`src/rtl/vga_timing_if.sv`:
```
// Pin-side bundle of the VGA timing generator: raster address out, colour back in, sync/colour to pins.
interface vga_timing_if;
    logic [7:0] COLOUR_IN;
    logic [9:0] addrh;
    logic [9:0] addrv;
    logic [7:0] cout;
    logic       hs;
    logic       vs;
    logic       frame_start;

    modport master (
        input  COLOUR_IN,
        output addrh, addrv, cout, hs, vs, frame_start
    );

    modport slave (
        output COLOUR_IN,
        input  addrh, addrv, cout, hs, vs, frame_start
    );
endinterface

```
`src/rtl/vga_timing_gen.sv`:
```
// Raster counters, publishes the current position, and registers delayed sync/blank
// together with the returned colour onto the VGA pins.
module vga_timing_gen #(
    parameter int PIX_DIV  = 2,
    parameter int H_ACTIVE = 640,
    parameter int H_FP     = 16,
    parameter int H_SYNC   = 96,
    parameter int H_BP     = 48,
    parameter int V_ACTIVE = 480,
    parameter int V_FP     = 10,
    parameter int V_SYNC   = 2,
    parameter int V_BP     = 33,
    parameter int DELAY    = 1
) (
    input logic         HCLK,
    input logic         HRESET,
    vga_timing_if.master vga
);
    localparam int H_TOTAL = H_ACTIVE + H_FP + H_SYNC + H_BP;
    localparam int V_TOTAL = V_ACTIVE + V_FP + V_SYNC + V_BP;

    localparam logic [1:0] DIV_LAST = 2'(PIX_DIV - 1);
    localparam logic [9:0] H_LAST   = 10'(H_TOTAL - 1);
    localparam logic [9:0] V_LAST   = 10'(V_TOTAL - 1);
    localparam logic [9:0] H_ACT    = 10'(H_ACTIVE);
    localparam logic [9:0] V_ACT    = 10'(V_ACTIVE);
    localparam logic [9:0] HS_BEG   = 10'(H_ACTIVE + H_FP);
    localparam logic [9:0] HS_END   = 10'(H_ACTIVE + H_FP + H_SYNC);
    localparam logic [9:0] VS_BEG   = 10'(V_ACTIVE + V_FP);
    localparam logic [9:0] VS_END   = 10'(V_ACTIVE + V_FP + V_SYNC);

    // Pipeline entry layout: [2]=blank, [1]=hs, [0]=vs
    localparam logic [2:0] IDLE_TRIPLE = 3'b111;

    logic [1:0]             div_cnt_q, div_cnt_d;
    logic [9:0]             h_cnt_q, h_cnt_d;
    logic [9:0]             v_cnt_q, v_cnt_d;
    logic                   start_q, start_d;
    logic [DELAY-1:0][2:0]  pipe_q, pipe_d;
    logic [7:0]             cout_q, cout_d;
    logic                   hs_q, hs_d;
    logic                   vs_q, vs_d;
    logic                   fs_q, fs_d;
    logic                   tick;
    logic [2:0]             raw;

    always_comb begin
        tick      = (div_cnt_q == DIV_LAST);
        div_cnt_d = tick ? 2'd0 : div_cnt_q + 2'd1;
        h_cnt_d   = h_cnt_q;
        v_cnt_d   = v_cnt_q;
        start_d   = start_q;
        pipe_d    = pipe_q;
        cout_d    = cout_q;
        hs_d      = hs_q;
        vs_d      = vs_q;
        fs_d      = 1'b0;

        raw[2] = (h_cnt_q >= H_ACT) | (v_cnt_q >= V_ACT);
        raw[1] = ~((h_cnt_q >= HS_BEG) && (h_cnt_q < HS_END));
        raw[0] = ~((v_cnt_q >= VS_BEG) && (v_cnt_q < VS_END));

        if (tick) begin
            start_d = 1'b0;
            hs_d    = pipe_q[DELAY-1][1];
            vs_d    = pipe_q[DELAY-1][0];
            cout_d  = pipe_q[DELAY-1][2] ? 8'h00 : vga.COLOUR_IN;
            if (start_q) begin
                // First tick after reset enters (0,0) without advancing; the pipeline
                // stays idle so position 0 is not emitted twice.
                h_cnt_d = 10'd0;
                v_cnt_d = 10'd0;
                fs_d    = 1'b1;
            end else begin
                pipe_d[0] = raw;
                for (int i = 1; i < DELAY; i++) pipe_d[i] = pipe_q[i-1];
                if (h_cnt_q == H_LAST) begin
                    h_cnt_d = 10'd0;
                    if (v_cnt_q == V_LAST) begin
                        v_cnt_d = 10'd0;
                        fs_d    = 1'b1;
                    end else begin
                        v_cnt_d = v_cnt_q + 10'd1;
                    end
                end else begin
                    h_cnt_d = h_cnt_q + 10'd1;
                end
            end
        end
    end

    always_ff @(posedge HCLK) begin
        if (HRESET) begin
            div_cnt_q <= 2'd0;
            h_cnt_q   <= 10'd0;
            v_cnt_q   <= 10'd0;
            start_q   <= 1'b1;
            pipe_q    <= {DELAY{IDLE_TRIPLE}};
            cout_q    <= 8'h00;
            hs_q      <= 1'b1;
            vs_q      <= 1'b1;
            fs_q      <= 1'b0;
        end else begin
            div_cnt_q <= div_cnt_d;
            h_cnt_q   <= h_cnt_d;
            v_cnt_q   <= v_cnt_d;
            start_q   <= start_d;
            pipe_q    <= pipe_d;
            cout_q    <= cout_d;
            hs_q      <= hs_d;
            vs_q      <= vs_d;
            fs_q      <= fs_d;
        end
    end

    assign vga.addrh       = h_cnt_q;
    assign vga.addrv       = v_cnt_q;
    assign vga.cout        = cout_q;
    assign vga.hs          = hs_q;
    assign vga.vs          = vs_q;
    assign vga.frame_start = fs_q;
endmodule

```
`src/flat_wrapper.sv`:
```
// flat-port wrapper written by rule: the top's interface ports become plain ports
module vga_timing_gen_flat 
#(
    parameter int PIX_DIV  = 2,
    parameter int H_ACTIVE = 640,
    parameter int H_FP     = 16,
    parameter int H_SYNC   = 96,
    parameter int H_BP     = 48,
    parameter int V_ACTIVE = 480,
    parameter int V_FP     = 10,
    parameter int V_SYNC   = 2,
    parameter int V_BP     = 33,
    parameter int DELAY    = 1
)
  (HCLK, HRESET, vga_COLOUR_IN, vga_addrh, vga_addrv, vga_cout, vga_hs, vga_vs, vga_frame_start);
  vga_timing_if vga_i ();
  input logic HCLK;
  input logic HRESET;
  input wire logic [$bits(vga_i.COLOUR_IN)-1:0] vga_COLOUR_IN;
  output wire logic [$bits(vga_i.addrh)-1:0] vga_addrh;
  output wire logic [$bits(vga_i.addrv)-1:0] vga_addrv;
  output wire logic [$bits(vga_i.cout)-1:0] vga_cout;
  output wire logic [$bits(vga_i.hs)-1:0] vga_hs;
  output wire logic [$bits(vga_i.vs)-1:0] vga_vs;
  output wire logic [$bits(vga_i.frame_start)-1:0] vga_frame_start;
  assign vga_i.COLOUR_IN = vga_COLOUR_IN;
  assign vga_addrh = vga_i.addrh;
  assign vga_addrv = vga_i.addrv;
  assign vga_cout = vga_i.cout;
  assign vga_hs = vga_i.hs;
  assign vga_vs = vga_i.vs;
  assign vga_frame_start = vga_i.frame_start;
  vga_timing_gen #(.PIX_DIV(PIX_DIV), .H_ACTIVE(H_ACTIVE), .H_FP(H_FP), .H_SYNC(H_SYNC), .H_BP(H_BP), .V_ACTIVE(V_ACTIVE), .V_FP(V_FP), .V_SYNC(V_SYNC), .V_BP(V_BP), .DELAY(DELAY)) u_core (.HCLK(HCLK), .HRESET(HRESET), .vga(vga_i));
endmodule
```
`config.mk`:
```
export PLATFORM = sky130hd
export DESIGN_NAME = vga_timing_gen_flat
export DESIGN_NICKNAME = d
export VERILOG_FILES = /design/src/rtl/vga_timing_if.sv /design/src/rtl/vga_timing_gen.sv /design/src/flat_wrapper.sv
export SDC_FILE = /design/constraint.sdc
export NUM_CORES = 1
export LEC_CHECK = 0
export BUFFER_PORTS_ARGS = -buffer_cell sky130_fd_sc_hd__buf_2
export CAP_MARGIN = 25
export CORE_ASPECT_RATIO = 0.9
export CORE_UTILIZATION = 40
export DETAILED_ROUTE_END_ITERATION = 10
export REMOVE_ABC_BUFFERS = 1
export SKIP_LAST_GASP = 1
export SYNTH_ARGS = -nofsm -noshare
export SYNTH_HDL_FRONTEND = slang
export SYNTH_SLANG_ARGS = --single-unit
export TNS_END_PERCENT = 10
```
`constraint.sdc`:
```
create_clock -name HCLK -period 3.25 [get_ports HCLK]
set_input_delay 0.65 -clock HCLK [delete_from_list [all_inputs] [get_ports HCLK]]
set_output_delay 0.65 -clock HCLK [all_outputs]
set_load 0.02 [all_outputs]
```
==> metrics.txt, run 1 <==
status finished clean; number of diodes 0; maxcap violations 0; post-synthesis cell count 199; worst-path fanout max 7; DIE AREA 4661 um2; total clock buffers created by CTS 5; post-route clock period utilization 62.37%; 1st-iter DRT viols 134; Worst Setup End Kind flip-flop; CTS root buf clkbuf_8; H-tree depth 2; Startpoint Class flip-flop; Synth Cell Area 1757 um2; register area share after synthesis 42.17%; largest net degree at the start of global routing 28; Port-buffer cells 40; static leakage 0.8390 nW; Hold Violations, Final 0; Final min period 2.027 ns; final wirelength 3.777 mm; Final Setup Violations 0; clk_lat worst skew 0.30 ns; setup TNS 0 ns; Std-Cell Rows 22; synth warn 0; top_reg_cell synth dfxtp_1; CTS tree done; Placer Congestion 0.7826; filler cell count 397; worst path arrival time 2.23 ns; Layout Cells excl Fill 299; Initial Util 42.26%; clock sink total 37; area grow syn2layout 18.02%; most frequent cells in the layout buf_2 (40), dfxtp_1 (37), nor2_1 (25), nand2_1 (15), o21ai_0 (12); I/O pin count 41; Tot GR Track Use 17.97%; deepest clock path buffer count 2; nets@finish 253; Clock transition at path regs 0.08 ns; Worst Hold Class flip-flop to flip-flop; Via density 5.197; Post-CTS Setup Inserts 0; die height 64.87 um; Remaining Overflow, GRT 0; antenna-violating nets left 0; max_slew headroom 50.30%; highest clock rate 493.3 MHz; area of the core 4156 um2; WP data required 3.46 ns; IR drop worst, VDD 228.9 uV; RSZ-0062 raised after global routing no; PwrDens 430.2 nW/um2; slew at the pin with the worst max-slew slack 0.7405 ns; CTS Hold Buffers Added 0; estimated wirelength of the detail-placed design 2.624 mm; Die W 71.86 um; routed length per instance 12.63 um; via count 1,554; commonest non-fill, non-tap cell in the layout buf_2; WS Path Type flip-flop to flip-flop; initial antenna violation count 0; DRT Pass-1 Iters 4; number of global-route vias before repair 1,358; ys async rst share 0%; Post-synth EDFFs 0; Worst Clk Skew 0.007811 ns; layout cells sized above 1 23.43%; global-route wire length before repair 6.513 mm; Max Slew Vio Count 0; Mean Syn Cell Area 8.828 um2; DRC viols 0; Placed Cells incl. Taps 291; Resized Gates After CTS 0; Distinct cells, synth 45; Seq cells post-synth 37
==> worst max-delay path: stages, from the launching register on <==
cell and delay, ns:
dfxtp_1 0.45, inv_1 0.09, ha_1 0.21, nor4b_1 0.16, a311oi_1 0.68, o21a_1 0.21, o21ai_0 0.07, o31ai_1 0.07
==> final timing paths <==
kind | slack [ns] | end | startpoint | depth (start not counted)
worst max-delay path | 1.22 | u_core.vga.addrv[9] | u_core.vga.addrv[0] | 7
worst min-delay path | 0.42 | u_core.div_cnt_q[0] | u_core.div_cnt_q[0] | 1
worst max register to register | 1.22 | u_core.vga.addrv[9] | u_core.vga.addrv[0] | 7
worst min register to register | 0.42 | u_core.div_cnt_q[0] | u_core.div_cnt_q[0] | 1
==> synthesized netlist by cell type, drive strengths merged (2+ instances only) <==
| master | n | share of area [%] |
|---|---|---|
| a211o | 2 | 1.0 |
| a21oi | 7 | 2.0 |
| a221o | 2 | 1.1 |
| a22oi | 9 | 3.8 |
| a31o | 2 | 1.0 |
| and2 | 3 | 1.1 |
| and3 | 4 | 1.4 |
| and4 | 2 | 1.0 |
| buf | 4 | 2.1 |
| clkbuf | 5 | 1.1 |
| dfxtp | 37 | 42 |
| ha | 5 | 3.6 |
| inv | 7 | 1.5 |
| nand2 | 15 | 3.2 |
| nand2b | 5 | 1.8 |
| nand3 | 6 | 1.7 |
| nand3b | 2 | 0.85 |
| nand4 | 7 | 2.5 |
| nand4b | 2 | 1.0 |
| nor2 | 25 | 5.3 |
| nor2b | 5 | 1.8 |
| nor3 | 4 | 1.4 |
| nor4b | 2 | 1.9 |
| o21a | 2 | 0.85 |
| o21ai | 12 | 3.4 |
| o31ai | 6 | 2.6 |
| xor2 | 3 | 1.5 |
==> sequential cells by signal, indices dropped and copies added (netlist names) <==
name / cells
u_core.vga.addrh: 10
u_core.vga.addrv: 10
u_core.vga.cout: 8
u_core.pipe_q: 3
u_core.div_cnt_q: 2
u_core.start_q: 1
u_core.vga.frame_start: 1
u_core.vga.hs: 1
u_core.vga.vs: 1
==> routing by layer <==
layer	track usage, %	up-vias	part of all wire, %
li1	-	802	-
met1	24.90	709	52
met2	26.30	36	42
met3	4.199	7	4.2
met4	8.088	0	1.8
met5	0	-	0
==> final cells by class <==
type                            count  area [um2]  share of cell area [%]
Clock buffer                        5       68.82                   3.319
Clock inverter                      3       22.52                   1.086
Inverter                            7       26.28                   1.267
Multi-Input combinational cell    146       932.1                   44.96
Sequential cell                    37       740.7                   35.73
Tap cell                           60       75.07                   3.621
Timing Repair Buffer               41       207.7                   10.02
==> stage by stage <==
| step | cell area, um2 | hold WS [ns] | power, mW | worst slack [ns] | utilization, % |
|---|---|---|---|---|---|
| 2_1_floorplan | 1699 | 0.3960 | 0.5439 | 1.361 | - |
| 3_3_place_gp | 1982 | 0.4110 | 0.5770 | 1.141 | 47.68 |
| 3_5_place_dp | 1982 | 0.4072 | 0.5778 | 1.101 | 47.68 |
| 4_1_cts | 2073 | 0.4210 | 0.9036 | 1.185 | 49.88 |
| 6_report | 2073 | 0.4207 | 0.8919 | 1.223 | 49.88 |
| 5_1_grt | 2073 | 0.4293 | 0.9440 | 1.026 | 49.88 |
==> power breakdown <==
| group | total (mW) | internal [mW] | switching [mW] |
|---|---|---|---|
| Combinational | 0.0929 | 0.0338 | 0.0592 |
| Clock | 0.326 | 0.152 | 0.174 |
| Sequential | 0.473 | 0.465 | 0.00817 |
==> cell families (layout without fill, tap and decap cells) <==
| logic type | after synthesis | count (layout) | synth area share [%] |
|---|---|---|---|
| flip-flops | 37 | 37 | 42.17 |
| XOR/XNOR | 4 | 4 | 1.995 |
| AO/OA/AOI/OAI | 50 | 50 | 20.44 |
| adder cells (fa/ha/maj) | 5 | 5 | 3.561 |
| AND/OR/NAND/NOR | 87 | 87 | 27.07 |
| buffers and inverters | 16 | 56 | 4.771 |
No activity file was read; power rests on OpenSTA's default activity.
==> run 2: changes to the inputs <==
clock period = 2.1 ns   (was 3.25 ns; I/O delays follow)
==> metrics.txt, run 2 (synthesized netlist as in run 1, its figures left out) <==
number of diodes 0 (unchanged); Post-Place Setup Slack 0.2184 ns (-0.8831 ns); Design Power 1.365 mW (+53%); WS Path Type flip-flop to flip-flop; commonest non-fill, non-tap cell in the layout buf_2; area of the core 4156 um2 (unchanged); PwrDens 640.4 nW/um2 (+49%); final worst setup slack 0.1976 ns (-1.025 ns); CP Cell Sequence ha_1, and4_1, nand4_1, or3_1, nor2_1, a221o_1; global-route wire length before repair 6.582 mm (+1.1%); Die W 71.86 um (unchanged); worst-path fanout max 7 (unchanged); WP data required 2.34 ns (-1.12 ns); r2r endpoint u_core.vga.addrv[3]; DIE AREA 4661 um2 (unchanged); Via density 5.227 (+0.58%); die height 64.87 um (unchanged); IR drop worst, VDD 504.2 uV (+120%); total clock buffers created by CTS 5 (unchanged); status finished clean; nets@finish 262 (+3.6%); Hold Crit Depth 3 (+2); CTS root buf clkbuf_8; routed length per instance 12.80 um (+1.3%); Max Slew Vio Count 0 (unchanged); maxcap violations 0 (unchanged); Remaining Overflow, GRT 0 (unchanged); R2R Setup Slk 0.20 ns (-1.03 ns); Slowest cell on crit path dfxtp_1; setup TNS 0 ns (unchanged); 1st-iter DRT viols 103 (-23%); layout cells sized above 1 25.81% (+2.4 points); launching point of the worst reg2reg path u_core.vga.addrh[0]; Port-buffer cells 40 (unchanged); Hold Crit Start vga_COLOUR_IN[3]; max_slew headroom 51.26% (+0.96 points); Final min period 1.902 ns (-0.1248 ns); clock sink total 37 (unchanged); slew at the pin with the worst max-slew slack 0.7261 ns (-0.01438 ns); Clock transition at path regs 0.07 ns (about the same); Final Setup Violations 0 (unchanged); estimated wirelength of the detail-placed design 2.828 mm (+7.8%); Initial Util 42.26% (unchanged); number of global-route vias before repair 1,369 (+0.81%); crit-path max cell delay 0.42 ns (-0.26 ns); worst path arrival time 2.14 ns (-0.09 ns); Worst Hold Path EP u_core.vga.cout[3]; filler cell count 401 (+1.0%); CTS Hold Buffers Added 0 (unchanged); area grow syn2layout 21.37%; final wirelength 3.941 mm (+4.3%); via count 1,610 (+3.6%); initial antenna violation count 0 (unchanged); H-tree depth 2 (unchanged); Placer Congestion 0.7902 (+0.97%); I/O pin count 41 (unchanged); Tot GR Track Use 17.85% (-0.12 points); Std-Cell Rows 22 (unchanged); deepest clock path buffer count 2 (unchanged); highest clock rate 525.7 MHz (+6.6%); Resized Gates After CTS 0 (unchanged); Worst Setup SP u_core.vga.addrh[0]; Worst Clk Skew 0.008366 ns (+0.0005555 ns); RSZ-0062 raised after global routing no; most frequent cells in the layout buf_2 (40), dfxtp_1 (37), nor2_1 (25), nand2_1 (15), o21ai_0 (12); DRT Pass-1 Iters 4 (unchanged); post-route clock period utilization 90.59% (+28 points); Worst R2R Path Depth 6 (-1); Worst Setup End Kind flip-flop; clk_lat worst skew 0.29 ns (about the same); largest net degree at the start of global routing 23 (-18%); antenna-violating nets left 0 (unchanged); DRC viols 0 (unchanged); Post-CTS Setup Inserts 0 (unchanged); Worst Hold Class input port to flip-flop; static leakage 0.8830 nW (+5.2%); Hold Violations, Final 0 (unchanged); Startpoint Class flip-flop; CTS tree done
-- run 2: changes by cell type in the layout (fill, tap and decap cells not counted), sizes merged --
cell    before  now
clkinv       3    2
clkbuf       5    6
buf         41   50
-- run 2: cell type report --
type / count / area, um2 / area share [%]
Timing Repair Buffer: 50 / 275.3 / 12.91
Sequential cell: 37 / 740.7 / 34.74
Inverter: 7 / 26.28 / 1.232
Multi-Input combinational cell: 146 / 932.1 / 43.72
Clock buffer: 6 / 72.57 / 3.404
Clock inverter: 2 / 10.01 / 0.4695
Tap cell: 60 / 75.07 / 3.521
-- run 2: worst max-delay path by stage --
stage	to	slack (ns)	depth (start not counted)
floorplan	u_core.vga.addrv[3]	0.21	5
global placement	u_core.vga.addrv[4]	0.23	6
detailed placement	u_core.vga.addrv[4]	0.22	6
CTS	u_core.vga.addrv[4]	0.20	6
global route	u_core.vga.addrv[3]	0.04	6
finish	u_core.vga.addrv[3]	0.20	6
-- run 2: worst max-delay path: cells and delay by family (launching register included) --
family | cells | cell delay (ns)
flip-flops | 1 | 0.42
AND/OR/NAND/NOR | 4 | 1.04
adder cells (fa/ha/maj) | 1 | 0.21
AO/OA/AOI/OAI | 1 | 0.18
-- run 2: metrics by stage --
| step | util [%] | instance area, um2 | cells | hold WS (ns) |
|---|---|---|---|---|
| 3_3_place_gp | 49.31 | 2049 | 300 | 0.4108 |
| 3_5_place_dp | 49.31 | 2049 | 300 | 0.4408 |
| 4_1_cts | 51.29 | 2132 | 308 | 0.3581 |
| 5_1_grt | 51.29 | 2132 | 308 | 0.3601 |
| 2_1_floorplan | - | 1699 | 190 | 0.3960 |
| 6_report | 51.29 | 2132 | 308 | 0.3599 |
-- run 2: power by group --
| group | internal (mW) | switching, mW |
|---|---|---|
| Sequential | 0.720 | 0.0122 |
| Combinational | 0.0603 | 0.0948 |
| Clock | 0.230 | 0.248 |
-- run 2: layer usage --
metal | vias to the layer above | GRT usage, % | share of wire, %
li1 | 812 | - | -
met1 | 754 | 25.84 | 52
met2 | 37 | 25.59 | 42
met3 | 7 | 4.510 | 4.2
met4 | 0 | 5.882 | 1.3
met5 | - | 0 | 0
